### config.mk
export PLATFORM = sky130hd
export DESIGN_NAME = seg7_scan_decoder
export DESIGN_NICKNAME = d
export VERILOG_FILES = /design/src/rtl/seg7_pkg.sv /design/src/rtl/seg7_pattern_decode.sv /design/src/rtl/seg7_scan_decoder.sv
export SDC_FILE = /design/constraint.sdc
export NUM_CORES = 1
export LEC_CHECK = 0
export BUFFER_PORTS_ARGS = -buffer_cell sky130_fd_sc_hd__buf_2
export CAP_MARGIN = 10
export CORE_ASPECT_RATIO = 0.8
export CORE_MARGIN = 1
export CORE_UTILIZATION = 30
export CTS_CLUSTER_SIZE = 12
export DETAILED_ROUTE_END_ITERATION = 10
export MAX_ROUTING_LAYER = met4
export PLACE_DENSITY = 0.44
export SYNTH_ARGS = -nofsm -noshare
export SYNTH_HDL_FRONTEND = slang
export SYNTH_SLANG_ARGS = --single-unit
export TNS_END_PERCENT = 30
### constraint.sdc
create_clock -name clk -period 2.6 [get_ports clk]
set_input_delay 0.26 -clock clk [delete_from_list [all_inputs] [get_ports clk]]
set_output_delay 0.26 -clock clk [all_outputs]
set_load 0.02 [all_outputs]
### src/rtl/seg7_pkg.sv
// rtl/seg7_pkg.sv - shared seven-segment patterns and scan-decoder state encoding
// Contents: SEG_0..SEG_F (active-high, bit0=a .. bit6=g) and seg7_state_e.
package seg7_pkg;

    localparam logic [6:0] SEG_0 = 7'h3F;
    localparam logic [6:0] SEG_1 = 7'h06;
    localparam logic [6:0] SEG_2 = 7'h5B;
    localparam logic [6:0] SEG_3 = 7'h4F;
    localparam logic [6:0] SEG_4 = 7'h66;
    localparam logic [6:0] SEG_5 = 7'h6D;
    localparam logic [6:0] SEG_6 = 7'h7D;
    localparam logic [6:0] SEG_7 = 7'h07;
    localparam logic [6:0] SEG_8 = 7'h7F;
    localparam logic [6:0] SEG_9 = 7'h6F;
    localparam logic [6:0] SEG_A = 7'h77;
    localparam logic [6:0] SEG_B = 7'h7C;
    localparam logic [6:0] SEG_C = 7'h39;
    localparam logic [6:0] SEG_D = 7'h5E;
    localparam logic [6:0] SEG_E = 7'h79;
    localparam logic [6:0] SEG_F = 7'h71;

    typedef enum logic [1:0] {
        IDLE     = 2'd0,
        SETTLE   = 2'd1,
        CAPTURED = 2'd2
    } seg7_state_e;

endpackage

### src/rtl/seg7_pattern_decode.sv
// rtl/seg7_pattern_decode.sv - combinational segment pattern to hex nibble decoder
// Ports: seg_i [6:0] segment pattern in; hit_o pattern is legal; hex_o [3:0] nibble (0 when not hit).
module seg7_pattern_decode
    import seg7_pkg::*;
(
    input  logic [6:0] seg_i,
    output logic       hit_o,
    output logic [3:0] hex_o
);

    always_comb begin
        hit_o = 1'b1;
        hex_o = 4'h0;
        case (seg_i)
            SEG_0:   hex_o = 4'h0;
            SEG_1:   hex_o = 4'h1;
            SEG_2:   hex_o = 4'h2;
            SEG_3:   hex_o = 4'h3;
            SEG_4:   hex_o = 4'h4;
            SEG_5:   hex_o = 4'h5;
            SEG_6:   hex_o = 4'h6;
            SEG_7:   hex_o = 4'h7;
            SEG_8:   hex_o = 4'h8;
            SEG_9:   hex_o = 4'h9;
            SEG_A:   hex_o = 4'hA;
            SEG_B:   hex_o = 4'hB;
            SEG_C:   hex_o = 4'hC;
            SEG_D:   hex_o = 4'hD;
            SEG_E:   hex_o = 4'hE;
            SEG_F:   hex_o = 4'hF;
            default: hit_o = 1'b0;
        endcase
    end

endmodule

### src/rtl/seg7_scan_decoder.sv
// rtl/seg7_scan_decoder.sv - recovers hex digits from a multiplexed seven-segment display bus
// Ports: clk; reset (sync, active-high); seg [6:0] segment lines; an [N-1:0] one-hot digit enable;
//        hex_out [4N-1:0] recovered nibbles; digit_valid [N-1:0]; frame_valid pulse; err pulse.
module seg7_scan_decoder
    import seg7_pkg::*;
#(
    parameter int NUM_DIGITS    = 4,
    parameter int STABLE_CYCLES = 3
) (
    input  logic                    clk,
    input  logic                    reset,
    input  logic [6:0]              seg,
    input  logic [NUM_DIGITS-1:0]   an,
    output logic [4*NUM_DIGITS-1:0] hex_out,
    output logic [NUM_DIGITS-1:0]   digit_valid,
    output logic                    frame_valid,
    output logic                    err
);

    localparam int CNT_W = $clog2(STABLE_CYCLES + 1);
    // The entry sample already counts as one, so capture fires when the
    // count before this edge is STABLE_CYCLES-1 and the sample still matches.
    localparam logic [CNT_W-1:0]      CNT_LAST = CNT_W'(STABLE_CYCLES - 1);
    localparam logic [CNT_W-1:0]      CNT_MAX  = CNT_W'(STABLE_CYCLES);
    localparam logic [CNT_W-1:0]      CNT_ONE  = CNT_W'(1);
    localparam logic [NUM_DIGITS-1:0] AN_ONE   = NUM_DIGITS'(1);
    localparam logic [NUM_DIGITS-1:0] ALL_SEEN = '1;

    logic [NUM_DIGITS-1:0]   an_q, an_prev_q;
    logic [6:0]              seg_q, seg_prev_q;
    seg7_state_e             state_q, state_d;
    logic [CNT_W-1:0]        cnt_q, cnt_d;
    logic [NUM_DIGITS-1:0]   seen_q, seen_d;
    logic [4*NUM_DIGITS-1:0] hex_q, hex_d;
    logic [NUM_DIGITS-1:0]   dv_q, dv_d;
    logic                    frame_q, frame_d;
    logic                    err_q, err_d;

    logic                    dec_hit;
    logic [3:0]              dec_hex;
    logic                    sample_changed;
    logic                    an_onehot;
    logic [NUM_DIGITS-1:0]   seen_merged;
    logic                    take_entry;
    logic                    capture;

    seg7_pattern_decode u_decode (
        .seg_i (seg_q),
        .hit_o (dec_hit),
        .hex_o (dec_hex)
    );

    assign sample_changed = (an_q != an_prev_q) || (seg_q != seg_prev_q);
    assign an_onehot      = (an_q != '0) && ((an_q & (an_q - AN_ONE)) == '0);
    assign seen_merged    = seen_q | an_q;

    always_comb begin
        state_d    = state_q;
        cnt_d      = cnt_q;
        seen_d     = seen_q;
        hex_d      = hex_q;
        dv_d       = dv_q;
        frame_d    = 1'b0;
        err_d      = 1'b0;
        take_entry = 1'b0;
        capture    = 1'b0;

        case (state_q)
            IDLE: take_entry = 1'b1;
            SETTLE: begin
                if (sample_changed) begin
                    take_entry = 1'b1;
                end else if (cnt_q >= CNT_LAST) begin
                    capture = 1'b1;
                    cnt_d   = CNT_MAX;
                    state_d = CAPTURED;
                end else begin
                    cnt_d = cnt_q + CNT_ONE;
                end
            end
            CAPTURED: take_entry = sample_changed;
            default:  state_d = IDLE;
        endcase

        // Shared decision for a fresh sample: blank, start a dwell, or reject.
        if (take_entry) begin
            if (an_q == '0) begin
                state_d = IDLE;
            end else if (an_onehot) begin
                state_d = SETTLE;
                cnt_d   = CNT_ONE;
            end else begin
                state_d = IDLE;
                err_d   = 1'b1;
            end
        end

        // an_q is guaranteed one-hot here: SETTLE is only entered on a one-hot
        // sample and capture requires the sample to be unchanged since then.
        if (capture) begin
            for (int k = 0; k < NUM_DIGITS; k++) begin
                if (an_q[k]) begin
                    if (dec_hit) begin
                        hex_d[4*k +: 4] = dec_hex;
                        dv_d[k]         = 1'b1;
                    end else begin
                        dv_d[k] = 1'b0;
                    end
                end
            end
            if (dec_hit) begin
                if (seen_merged == ALL_SEEN) begin
                    frame_d = 1'b1;
                    seen_d  = '0;
                end else begin
                    seen_d = seen_merged;
                end
            end else begin
                err_d = 1'b1;
            end
        end
    end

    always_ff @(posedge clk) begin
        if (reset) begin
            an_q       <= '0;
            seg_q      <= '0;
            an_prev_q  <= '0;
            seg_prev_q <= '0;
            state_q    <= IDLE;
            cnt_q      <= '0;
            seen_q     <= '0;
            hex_q      <= '0;
            dv_q       <= '0;
            frame_q    <= 1'b0;
            err_q      <= 1'b0;
        end else begin
            an_q       <= an;
            seg_q      <= seg;
            an_prev_q  <= an_q;
            seg_prev_q <= seg_q;
            state_q    <= state_d;
            cnt_q      <= cnt_d;
            seen_q     <= seen_d;
            hex_q      <= hex_d;
            dv_q       <= dv_d;
            frame_q    <= frame_d;
            err_q      <= err_d;
        end
    end

    assign hex_out     = hex_q;
    assign digit_valid = dv_q;
    assign frame_valid = frame_q;
    assign err         = err_q;

endmodule

==> summary.txt <==
Timing
  • # setup viols final: 0
  • Fin. Hold Viols: 0
  • Relative slew margins: 0.567
  • Final number of max-transition violations: 0
  • RSZ-0062 raised after global routing: false
  • Setup TNS Final: 0 ps
  • Worst slew pin tran: 642 ps
  • Min Tclk post-route: 2350 ps
  • Highest Clock Rate: 425 MHz
  • Final Cycle Share: 0.904
  • Clock skew: 4.36 ps

Route
  • Met3 routed WL: 189 µm
  • DR iter-0 viols: 147
  • Drc violations: 0
  • Uppermost routed layer: met4
  • Drt total wl: 6470 µm
  • Met2 wire len: 2680 µm
  • Vias per Instance: 5.04
  • DR pass1 iterations: 4
  • Antenna viol nets, final: 0
  • Met1 WL: 3560 µm
  • Vias: 2070
  • WL/cell: 15.7 µm

Setup path
  • Worst reg2reg setup slack: 250 ps
  • WP data arrival: 2550 ps
  • Worst-path fanout max: 15
  • Required time of the critical path: 2800 ps
  • Critical Path Max Stage Delay: 590 ps
  • Reg2Reg Depth: 5
  • Slowest CP cell: or4b_1
  • Startpoint Class: flop
  • WS Path Type: flop to flop
  • Cells along the critical path: or4b_1, a21o_1, and4_1, and3_1, a221o_1
  • Critical Path End Type: flop

Global routing
  • Overflow after GRT: 0
  • Number of global-route vias before repair: 2002
  • Initial antenna violation count: 0
  • First-pass GRT wire length: 10700 µm
  • Total global-route track usage: 0.162
  • Largest net degree at the start of global routing: 43

Min path
  • HP Class: input port to flop
  • Hold path depth: 2

Clock network
  • Clock buffer depth: 2
  • Root buffer cell: clkbuf_8
  • CTS Buf Count: 5
  • CTS clk-pin slew, worst paths: 90 ps
  • CTS tree: built
  • Resized cells post-CTS: 0
  • Hold_buf cts: 0
  • CTS sink cnt: 52
  • Worst-Skew Late Latency: 300 ps
  • Postcts setup bufs: 0
  • H-tree depth: 2

Status
  • Status: completed

Floorplan
  • Core ar.: 7980 µm²
  • Chip Height: 83.6 µm
  • Die area: 8700 µm²
  • Initial core utilization: 0.313
  • Die Width: 104 µm
  • Row cnt: 29
  • I/O pins: 35

Placement
  • Routability cong.: 0.747
  • DP Area: 2820 µm²
  • Detailed placement HPWL: 4490 µm
  • Port bufs: 34
  • Placed cells: 404

Finish
  • ANT cells: 0
  • Util after Layout: 0.370
  • Final std cells w/o fill: 411
  • # fillers: 850
  • Commonest non-fill, non-tap cells in the layout: dfxtp_1, buf_2, nor2b_1, inv_1, nand2_1
  • Most common cell after layout, fill and taps aside: dfxtp_1
  • Synth-to-Final Area Change: 18.1%
  • Final layout net count: 320
  • Share of cells above drive strength 1: 0.241
  • Fin area: 2950 µm²

Pwr
  • Total power: 1660 µW
  • Leak: 0.00106 µW
  • PD cells: 561 nW/µm²
  • VDD IR-drop max: 0.000234 V

Logic synthesis
  • Seq/Total Area, Yosys: 0.417
  • Top post-synthesis cells by area: dfxtp_1, nor2b_1, xnor2_1
  • Cell area after synthesis: 2500 µm²
  • Distinct cells, synth: 58
  • Post-Synthesis Cells: 264
  • Post-synth ARST share: 0
  • Synth warn: 0
  • Post-synth EDFFs: 0
  • Syn_area_per_cell: 9.46 µm²
  • Cell accounting for the most synthesized area: dfxtp_1
  • Area share of the largest cell type after synthesis: 0.417
  • Yosys reg bits: 52
  • Ys flop type: dfxtp_1
  • Syn Nets: 281

Job
  • Max_cap viols: 0
where the power goes:
group	switching [µW]	total [µW]	internal (µW)
Combinational	93.6	165	71.1
Clock	268	647	379
Sequential	27.3	845	817
per-stage QoR:
| stage | hold slack [ps] | setup WS (ps) |
|---|---|---|
| finish | 159 | 248 |
| global route | 158 | 67.1 |
| detailed placement | 462 | 271 |
| CTS | 155 | 235 |
| floorplan | 388 | 478 |
| global placement | 462 | 257 |
worst max-delay path: cells and delay by family, from the launching register on:
kind / cells / cell delay, ps
compound gates: 2 / 550
flops: 1 / 480
simple gates: 3 / 1220
final timing paths:
| kind | from | to |
|---|---|---|
| setup / recovery | seg_q[0] | hex_out[6] |
| setup reg to reg | seg_q[0] | hex_out[6] |
| hold reg to reg | hex_out[1] | hex_out[1] |
| hold / removal | seg[0] | seg_q[0] |
cells in the mapped netlist (2+ instances only):
library cell / number
nor2b_1: 21
nand2_1: 18
xnor2_1: 11
a311oi_1: 2
a21boi_0: 7
or4_1: 2
nand4b_1: 2
inv_1: 20
nand4_2: 2
o21ai_0: 7
nor2_1: 9
and3_1: 2
nor4_1: 4
buf_6: 3
a311oi_2: 4
dfxtp_1: 52
o211ai_1: 2
a221o_1: 4
or3b_2: 2
o32ai_1: 9
buf_4: 2
ha_1: 4
nand3b_1: 2
a21o_1: 2
buf_2: 4
nor3b_1: 2
o21a_1: 2
and4b_1: 2
o22ai_1: 9
nand4_1: 3
a21oi_1: 5
o221a_1: 4
nor3_1: 3
nand3_1: 6
clkbuf_1: 8
final cells by class:
| cell class | count | area (µm²) | area share |
|---|---|---|---|
| multi-input cells | 174 | 1280 | 0.434 |
| flip-flops and latches | 52 | 1040 | 0.353 |
| repair buffers | 50 | 290 | 0.0984 |
| well taps | 108 | 135 | 0.0458 |
| inverters | 20 | 75.1 | 0.0254 |
| clock buffers | 5 | 68.8 | 0.0233 |
| clock inverters | 2 | 60.1 | 0.0204 |
state kept, by name, summed over array words and instances (netlist names):
name	count
seen_q	4
hex_out	16
an_prev_q	4
err	1
seg_prev_q	7
an_q	4
seg_q	7
state_q	2
cnt_q	2
frame_valid	1
digit_valid	4
per-layer routing:
metal / vias to the layer above / track usage
li1: 1041 / -
met1: 997 / 0.235
met2: 30 / 0.225
met3: 2 / 0.0390
met4: 0 / 0.0312
met5: - / -
cell families (layout without fill, tap and decap cells):
logic type / Yosys count / after routing / synth area share
DFF: 52 / 52 / 0.417
adders and majority gates: 5 / 5 / 0.0240
buffers and inverters: 38 / 77 / 0.0711
xor gates and xnor gates: 13 / 13 / 0.0486
and+or+nand+nor: 90 / 90 / 0.225
AOI/OAI and AO/OA: 66 / 66 / 0.214
Power figures use the tool's default switching activity.
